[config.mk]
export PLATFORM = sky130hd
export DESIGN_NAME = fetch_unit
export DESIGN_NICKNAME = d
export VERILOG_FILES = /design/src/rtl/fetch_unit.sv
export SDC_FILE = /design/constraint.sdc
export NUM_CORES = 1
export LEC_CHECK = 0
export CORE_AREA = 2 2 168 170
export CTS_CLUSTER_DIAMETER = 100
export CTS_CLUSTER_SIZE = 25
export DETAILED_ROUTE_END_ITERATION = 10
export DIE_AREA = 0 0 170 172
export GPL_TIMING_DRIVEN = 0
export PLACE_DENSITY = 0.74
export SKIP_LAST_GASP = 1
export SLEW_MARGIN = 20
export SYNTH_ARGS = -nofsm -noshare
export SYNTH_HDL_FRONTEND = slang
export SYNTH_SLANG_ARGS = --single-unit
[constraint.sdc]
create_clock -name clk -period 4.3 [get_ports clk]
set_input_delay 0.86 -clock clk [delete_from_list [all_inputs] [get_ports clk]]
set_output_delay 0.86 -clock clk [all_outputs]
set_load 0.1 [all_outputs]
[src/rtl/fetch_unit.sv]
// -----------------------------------------------------------------------------
// fetch_unit
// Instruction fetch stage with a small prefetch queue. A fetch PC register
// addresses instruction memory directly. Each fetch pushes {PC, instruction}
// into a circular queue, and decode pops from the head of that queue. A
// redirect from the control unit flushes the queue and reloads the PC.
//
// Parameters:
//   ADDRESS_WIDTH - PC / address width
//   DATA_WIDTH    - instruction and ImmOp width
//   DEPTH         - prefetch queue entries (power of two, >= 2)
//   RESET_PC      - PC value loaded on reset
//
// Ports:
//   clk, rst              - rising-edge clock, synchronous active-high reset
//   PCsrc                 - redirect request
//   jalrmuxSel            - redirect base select: 1 = rd1 (jalr), 0 = branch_pc
//   ImmOp                 - sign-extended redirect offset
//   rd1, branch_pc        - redirect base candidates
//   imem_addr, imem_rdata - instruction memory port (combinational read)
//   out_valid, out_ready  - decode handshake on the queue head
//   out_instr, out_pc     - head entry contents
//   count                 - current queue occupancy
//
// Configuration macro:
//   FETCH_JALR_LSB_CLEAR_EN - when defined, jalr targets have bit 0 cleared
// -----------------------------------------------------------------------------
module fetch_unit #(
    parameter int                         ADDRESS_WIDTH = 32,
    parameter int                         DATA_WIDTH    = 32,
    parameter int                         DEPTH         = 4,
    parameter logic [ADDRESS_WIDTH-1:0]   RESET_PC      = '0
) (
    input  logic                          clk,
    input  logic                          rst,
    input  logic                          PCsrc,
    input  logic                          jalrmuxSel,
    input  logic [DATA_WIDTH-1:0]         ImmOp,
    input  logic [ADDRESS_WIDTH-1:0]      rd1,
    input  logic [ADDRESS_WIDTH-1:0]      branch_pc,
    output logic [ADDRESS_WIDTH-1:0]      imem_addr,
    input  logic [DATA_WIDTH-1:0]         imem_rdata,
    output logic                          out_valid,
    input  logic                          out_ready,
    output logic [DATA_WIDTH-1:0]         out_instr,
    output logic [ADDRESS_WIDTH-1:0]      out_pc,
    output logic [$clog2(DEPTH):0]        count
);

    localparam int PW = $clog2(DEPTH);
    localparam int CW = PW + 1;
    localparam logic [CW-1:0] FULL_COUNT = CW'(DEPTH);

    logic [ADDRESS_WIDTH-1:0] pc_q, pc_d;
    logic [PW-1:0]            head_q, head_d;
    logic [PW-1:0]            tail_q, tail_d;
    logic [CW-1:0]            count_q, count_d;
    logic [ADDRESS_WIDTH-1:0] pc_mem_q [DEPTH];
    logic [ADDRESS_WIDTH-1:0] pc_mem_d [DEPTH];
    logic [DATA_WIDTH-1:0]    instr_mem_q [DEPTH];
    logic [DATA_WIDTH-1:0]    instr_mem_d [DEPTH];

    logic [ADDRESS_WIDTH-1:0] redirect_base;
    logic [ADDRESS_WIDTH-1:0] redirect_target;
    logic                     push;
    logic                     pop;

    assign imem_addr = pc_q;
    assign count     = count_q;
    assign out_valid = (count_q != '0);
    assign out_instr = instr_mem_q[head_q];
    assign out_pc    = pc_mem_q[head_q];

    // A full queue may still fetch when the head leaves in the same cycle.
    // A redirect suppresses both push and pop.
    assign push = ((count_q < FULL_COUNT) || (out_valid && out_ready)) && !PCsrc;
    assign pop  = out_valid && out_ready && !PCsrc;

    // Redirect target. Offset width is adapted to the address width.
    always_comb begin
        redirect_base   = jalrmuxSel ? rd1 : branch_pc;
        redirect_target = redirect_base + ADDRESS_WIDTH'(ImmOp);
`ifdef FETCH_JALR_LSB_CLEAR_EN
        if (jalrmuxSel) begin
            redirect_target[0] = 1'b0;
        end
`else
`endif
    end

    // Next-state for PC, pointers, occupancy and queue storage.
    always_comb begin
        pc_d        = pc_q;
        head_d      = head_q;
        tail_d      = tail_q;
        count_d     = count_q;
        pc_mem_d    = pc_mem_q;
        instr_mem_d = instr_mem_q;

        if (PCsrc) begin
            pc_d    = redirect_target;
            head_d  = '0;
            tail_d  = '0;
            count_d = '0;
        end else begin
            if (push) begin
                pc_mem_d[tail_q]    = pc_q;
                instr_mem_d[tail_q] = imem_rdata;
                tail_d              = tail_q + PW'(1);
                pc_d                = pc_q + ADDRESS_WIDTH'(4);
            end
            if (pop) begin
                head_d = head_q + PW'(1);
            end
            // Pointers wrap naturally since DEPTH is a power of two.
            case ({push, pop})
                2'b10:   count_d = count_q + CW'(1);
                2'b01:   count_d = count_q - CW'(1);
                default: count_d = count_q;
            endcase
        end
    end

    // Control state; reset dominates redirect and fetch.
    always_ff @(posedge clk) begin
        if (rst) begin
            pc_q    <= RESET_PC;
            head_q  <= '0;
            tail_q  <= '0;
            count_q <= '0;
        end else begin
            pc_q    <= pc_d;
            head_q  <= head_d;
            tail_q  <= tail_d;
            count_q <= count_d;
        end
    end

    // Queue storage needs no reset: entries are only visible while count != 0.
    always_ff @(posedge clk) begin
        pc_mem_q    <= pc_mem_d;
        instr_mem_q <= instr_mem_d;
    end

endmodule

==> results summary <==
At the end of routability-driven placement, the weighted congestion stood at 0.8139. In this run the worst hold path is classified as reg2reg. The slowest library cell on the worst path is clkdlybuf4s50_1. Setup repair after global routing left no endpoint under its margin. Input and output buffers added on the ports amount to 231. The maximum net fanout on the critical path is 10.

The number of antenna violations at the first check in global routing came to 1. The slew at the pin closest to its max-slew limit is 1.094 ns. The count of buffers added by post-CTS timing repair for setup came out at 0.

The fraction of synthesis flops using an asynchronous set or reset pin came out at 0%. The clock net sink count came out at 295. The worst ir drop on vdd is 193.6 uV. After detailed routing, the total wire length is 28880 um. After detailed routing, the number of remaining DRC violations is 0. The data required time at the worst endpoint came out at 3.44 ns. After layout, the worst path uses 97.33% of the clock period. The run finished with clean final reports. The overall power of the completed layout is 0.006406 W.

The number of antenna-violating nets in the routed design came out at 0. The leakage power of the design is 5.791 nW. The signal on the critical path passes through clkbuf_1, clkbuf_1, mux4_2, clkdlybuf4s50_1.

The most used flip-flop cell after synthesis is edfxtp_1. The number of enable flip-flop cells after synthesis is 256. The clock-pin slew on the worst setup and hold paths is 0.10 ns.

The count of hold buffers inserted by post-cts repair is 0. The clock reaches the later pin of the worst-skew pair after 0.49 ns. The global router's overall resource usage is 19.50%. The critical path in this run is classified as reg2out. The signal arrival time at the worst endpoint is 3.33 ns.

The total number of H-tree levels came out at 1. The fraction of layout instances using a drive strength above 1 came out at 13.22%. The post-route core utilization came out at 60.37%. After floorplanning, the core was sized to cover 27480 sq um. The cell count after synthesis is 837. Final hold analysis gives a worst-case slack of 0.5654 ns. The total count of hold-check failures in the final report is 0. The average cell area after synthesis is 15.83 sq um. The standard-cell row count came out at 61. Buffers inserted during clock tree synthesis total 15. The post-synthesis cell type count came out at 58. The shortest clock period the worst path allows after layout came out at 4.185 ns. Across the run, the number of max-cap violations was 0. In this run, synthesis produced a sequential element count of 295. The number of DRC markers after the initial detailed-route iteration came out at 620. The longest clock path from root to sink contains 3 buffers. The antenna diode instance count is 0. The worst path buffer plus inverter count is 3. Clock tree synthesis selected as its root buffer the cell clkbuf_16. The biggest cell delay along the critical path came out at 1.19 ns. The starting density of the core came out at 48.22%.

The worst setup path is captured at an output pin. For this run, the top clock speed supported by timing is 238.9 MHz. The final clock skew came out at 0.01132 ns.

The cell family contributing the most delay on the critical path is buffers and inverters. After detailed routing, the average wire length per cell comes to 20.02 um. The leftover overflow at the end of global routing is 0. After synthesis the cells add up to 13250 sq um. The floorplan step defined a die boundary enclosing 29240 sq um.

The overall die height came out at 172 um. Detailed placement finished with a half-perimeter wire length of 20830 um. The pin count of the biggest net entering global routing came out at 41. Power spread over the standard cell area amounts to 386.2 nW/um^2. The relative slew slack came out at 26.84%. The total number of nets in the final design is 1261. The area growth from synthesis to layout came out at 25.21%. The sequential share of the synthesized area is 63.92%. Setup violations remaining at the end of the flow were counted as 0. The number of vias after detailed routing is 7985. The number of vias per cell after detailed routing is 5.534. Measured along the x axis, the die boundary spans 170 um. The number of primary I/O pins is 233. TritonCTS built the clock tree.

The most repeated library cell on the critical path is clkbuf_1. The first TritonRoute pass finished after 4 iterations. The first-pass GRT wire length came out at 43440 um. STA classifies the critical path startpoint as a register. The number of slew-limit violations in the final report is 0. The net count of the mapped netlist is 1009.

The number of global-route vias before repair came out at 8008. The number of warnings reported in the yosys synthesis log is 0.
-- final timing paths --
path	from	end	slack [ns]	cells past startpoint
worst min-delay path	imem_addr[14]	pc_mem_q[78]	0.57	0
worst max-delay path	head_q[1]	out_pc[14]	0.11	4
worst min register to register	imem_addr[14]	pc_mem_q[78]	0.57	0
worst max register to register	count[2]	count[2]	1.71	10
-- repair_timing --
item,CTS,global route
cloned,0,0
endpoints found under the setup margin,13,26
gates resized for setup,14,26
-- worst register-to-register path: stages, from the launching register on --
cell and delay, ns:
dfxtp_1 0.43, nand2b_1 0.21, clkbuf_1 0.35, and2_1 0.26, inv_1 0.05, ha_1 0.17, inv_1 0.06, fa_1 0.37
xor2_1 0.15, or3_1 0.31, a21oi_1 0.15
-- Yosys cell counts, types with 3 or more instances --
library cell | instances | area [sq um]
mux2i_1 | 7 | 70.07
or2_2 | 4 | 25.02
or3_1 | 3 | 18.77
nand2b_1 | 3 | 18.77
a21oi_1 | 39 | 195.2
xnor2_1 | 36 | 315.3
o22ai_1 | 4 | 25.02
mux2_2 | 30 | 337.8
nor2_1 | 51 | 191.4
ha_1 | 37 | 462.9
mux4_2 | 64 | 1441
buf_1 | 5 | 18.77
dfxtp_1 | 39 | 780.8
nand4_1 | 14 | 87.58
a31oi_1 | 4 | 25.02
clkbuf_1 | 22 | 82.58
o21bai_1 | 5 | 37.54
and3_1 | 12 | 75.07
edfxtp_1 | 256 | 7687
inv_1 | 19 | 71.32
xor2_1 | 24 | 210.2
a211oi_1 | 26 | 195.2
nand2_1 | 34 | 127.6
o211ai_1 | 4 | 30.03
a21o_1 | 14 | 105.1
o21a_1 | 5 | 37.54
o21ai_0 | 16 | 80.08
buf_2 | 10 | 50.05
nand3_1 | 14 | 70.07
-- layer usage --
metal | global-route usage, % | vias up | share of wire, % | wire (um)
met5 | 0 | - | 0.052 | 15
met4 | 4.942 | 2 | 2.2 | 645
met3 | 3.983 | 35 | 7.4 | 2147
met2 | 34.75 | 269 | 50 | 14400
met1 | 24.51 | 3890 | 40 | 11680
li1 | - | 3789 | - | -
-- power breakdown --
group          leakage [nW]  total, W  internal, W  switching, W
Sequential             2.67   0.00336      0.00326      0.000105
Clock                 0.196   0.00150     0.000664      0.000831
Combinational          2.92   0.00155     0.000502       0.00105
-- metrics by stage --
step | cell area (sq um) | std cells | setup slack [ns] | setup TNS, ns
floorplan | 13250 | 837 | 0.5222 | 0
global placement | 15990 | 1414 | -0.9838 | -246.54
detailed placement | 16120 | 1418 | -0.2451 | -0.8981
CTS | 16520 | 1443 | 0.001447 | 0
global route | 16590 | 1443 | 0.0002069 | 0
finish | 16590 | 1443 | 0.1147 | 0
-- kinds of logic (layout without fill, tap and decap cells) --
group,after synthesis,in the layout,share of synthesized area (%)
adders and majority gates,39,39,3.796
and+or+nand+nor,151,151,5.751
muxes,101,101,13.96
buffers and inverters,56,316,1.681
AOI/OAI and AO/OA,135,135,6.932
DFF,295,295,63.92
xor gates and xnor gates,60,60,3.966
-- state kept, by name, summed over array words and instances, names as in the netlist --
signal	count
instr_mem_q	128
tail_q	2
pc_mem_q	128
imem_addr	32
head_q	2
count	3
-- cells in the final DEF (no fill, tap or decap), types with 15 or more instances in the layout --
cell / n
edfxtp_1: 256
clkdlybuf4s50_1: 192
mux4_2: 64
nor2_1: 51
a21oi_1: 39
dfxtp_1: 39
ha_1: 37
xnor2_1: 36
nand2_1: 34
clkbuf_1: 31
mux2_2: 30
a211oi_1: 26
dlymetal6s2s_1: 26
xor2_1: 24
inv_1: 19
o21ai_0: 16
clkbuf_16: 15
-- final cells by class --
class | count | area [sq um]
plain buffers | 37 | 157.7
fillers | 2121 | 10890
well taps | 346 | 432.9
flip-flops and latches | 295 | 8468
multi-input cells | 486 | 4578
clock inverters | 1 | 7.507
inverters | 19 | 71.32
repair buffers | 235 | 2464
clock buffers | 24 | 409.1
Note: power is estimated with default switching activity, not from simulation.
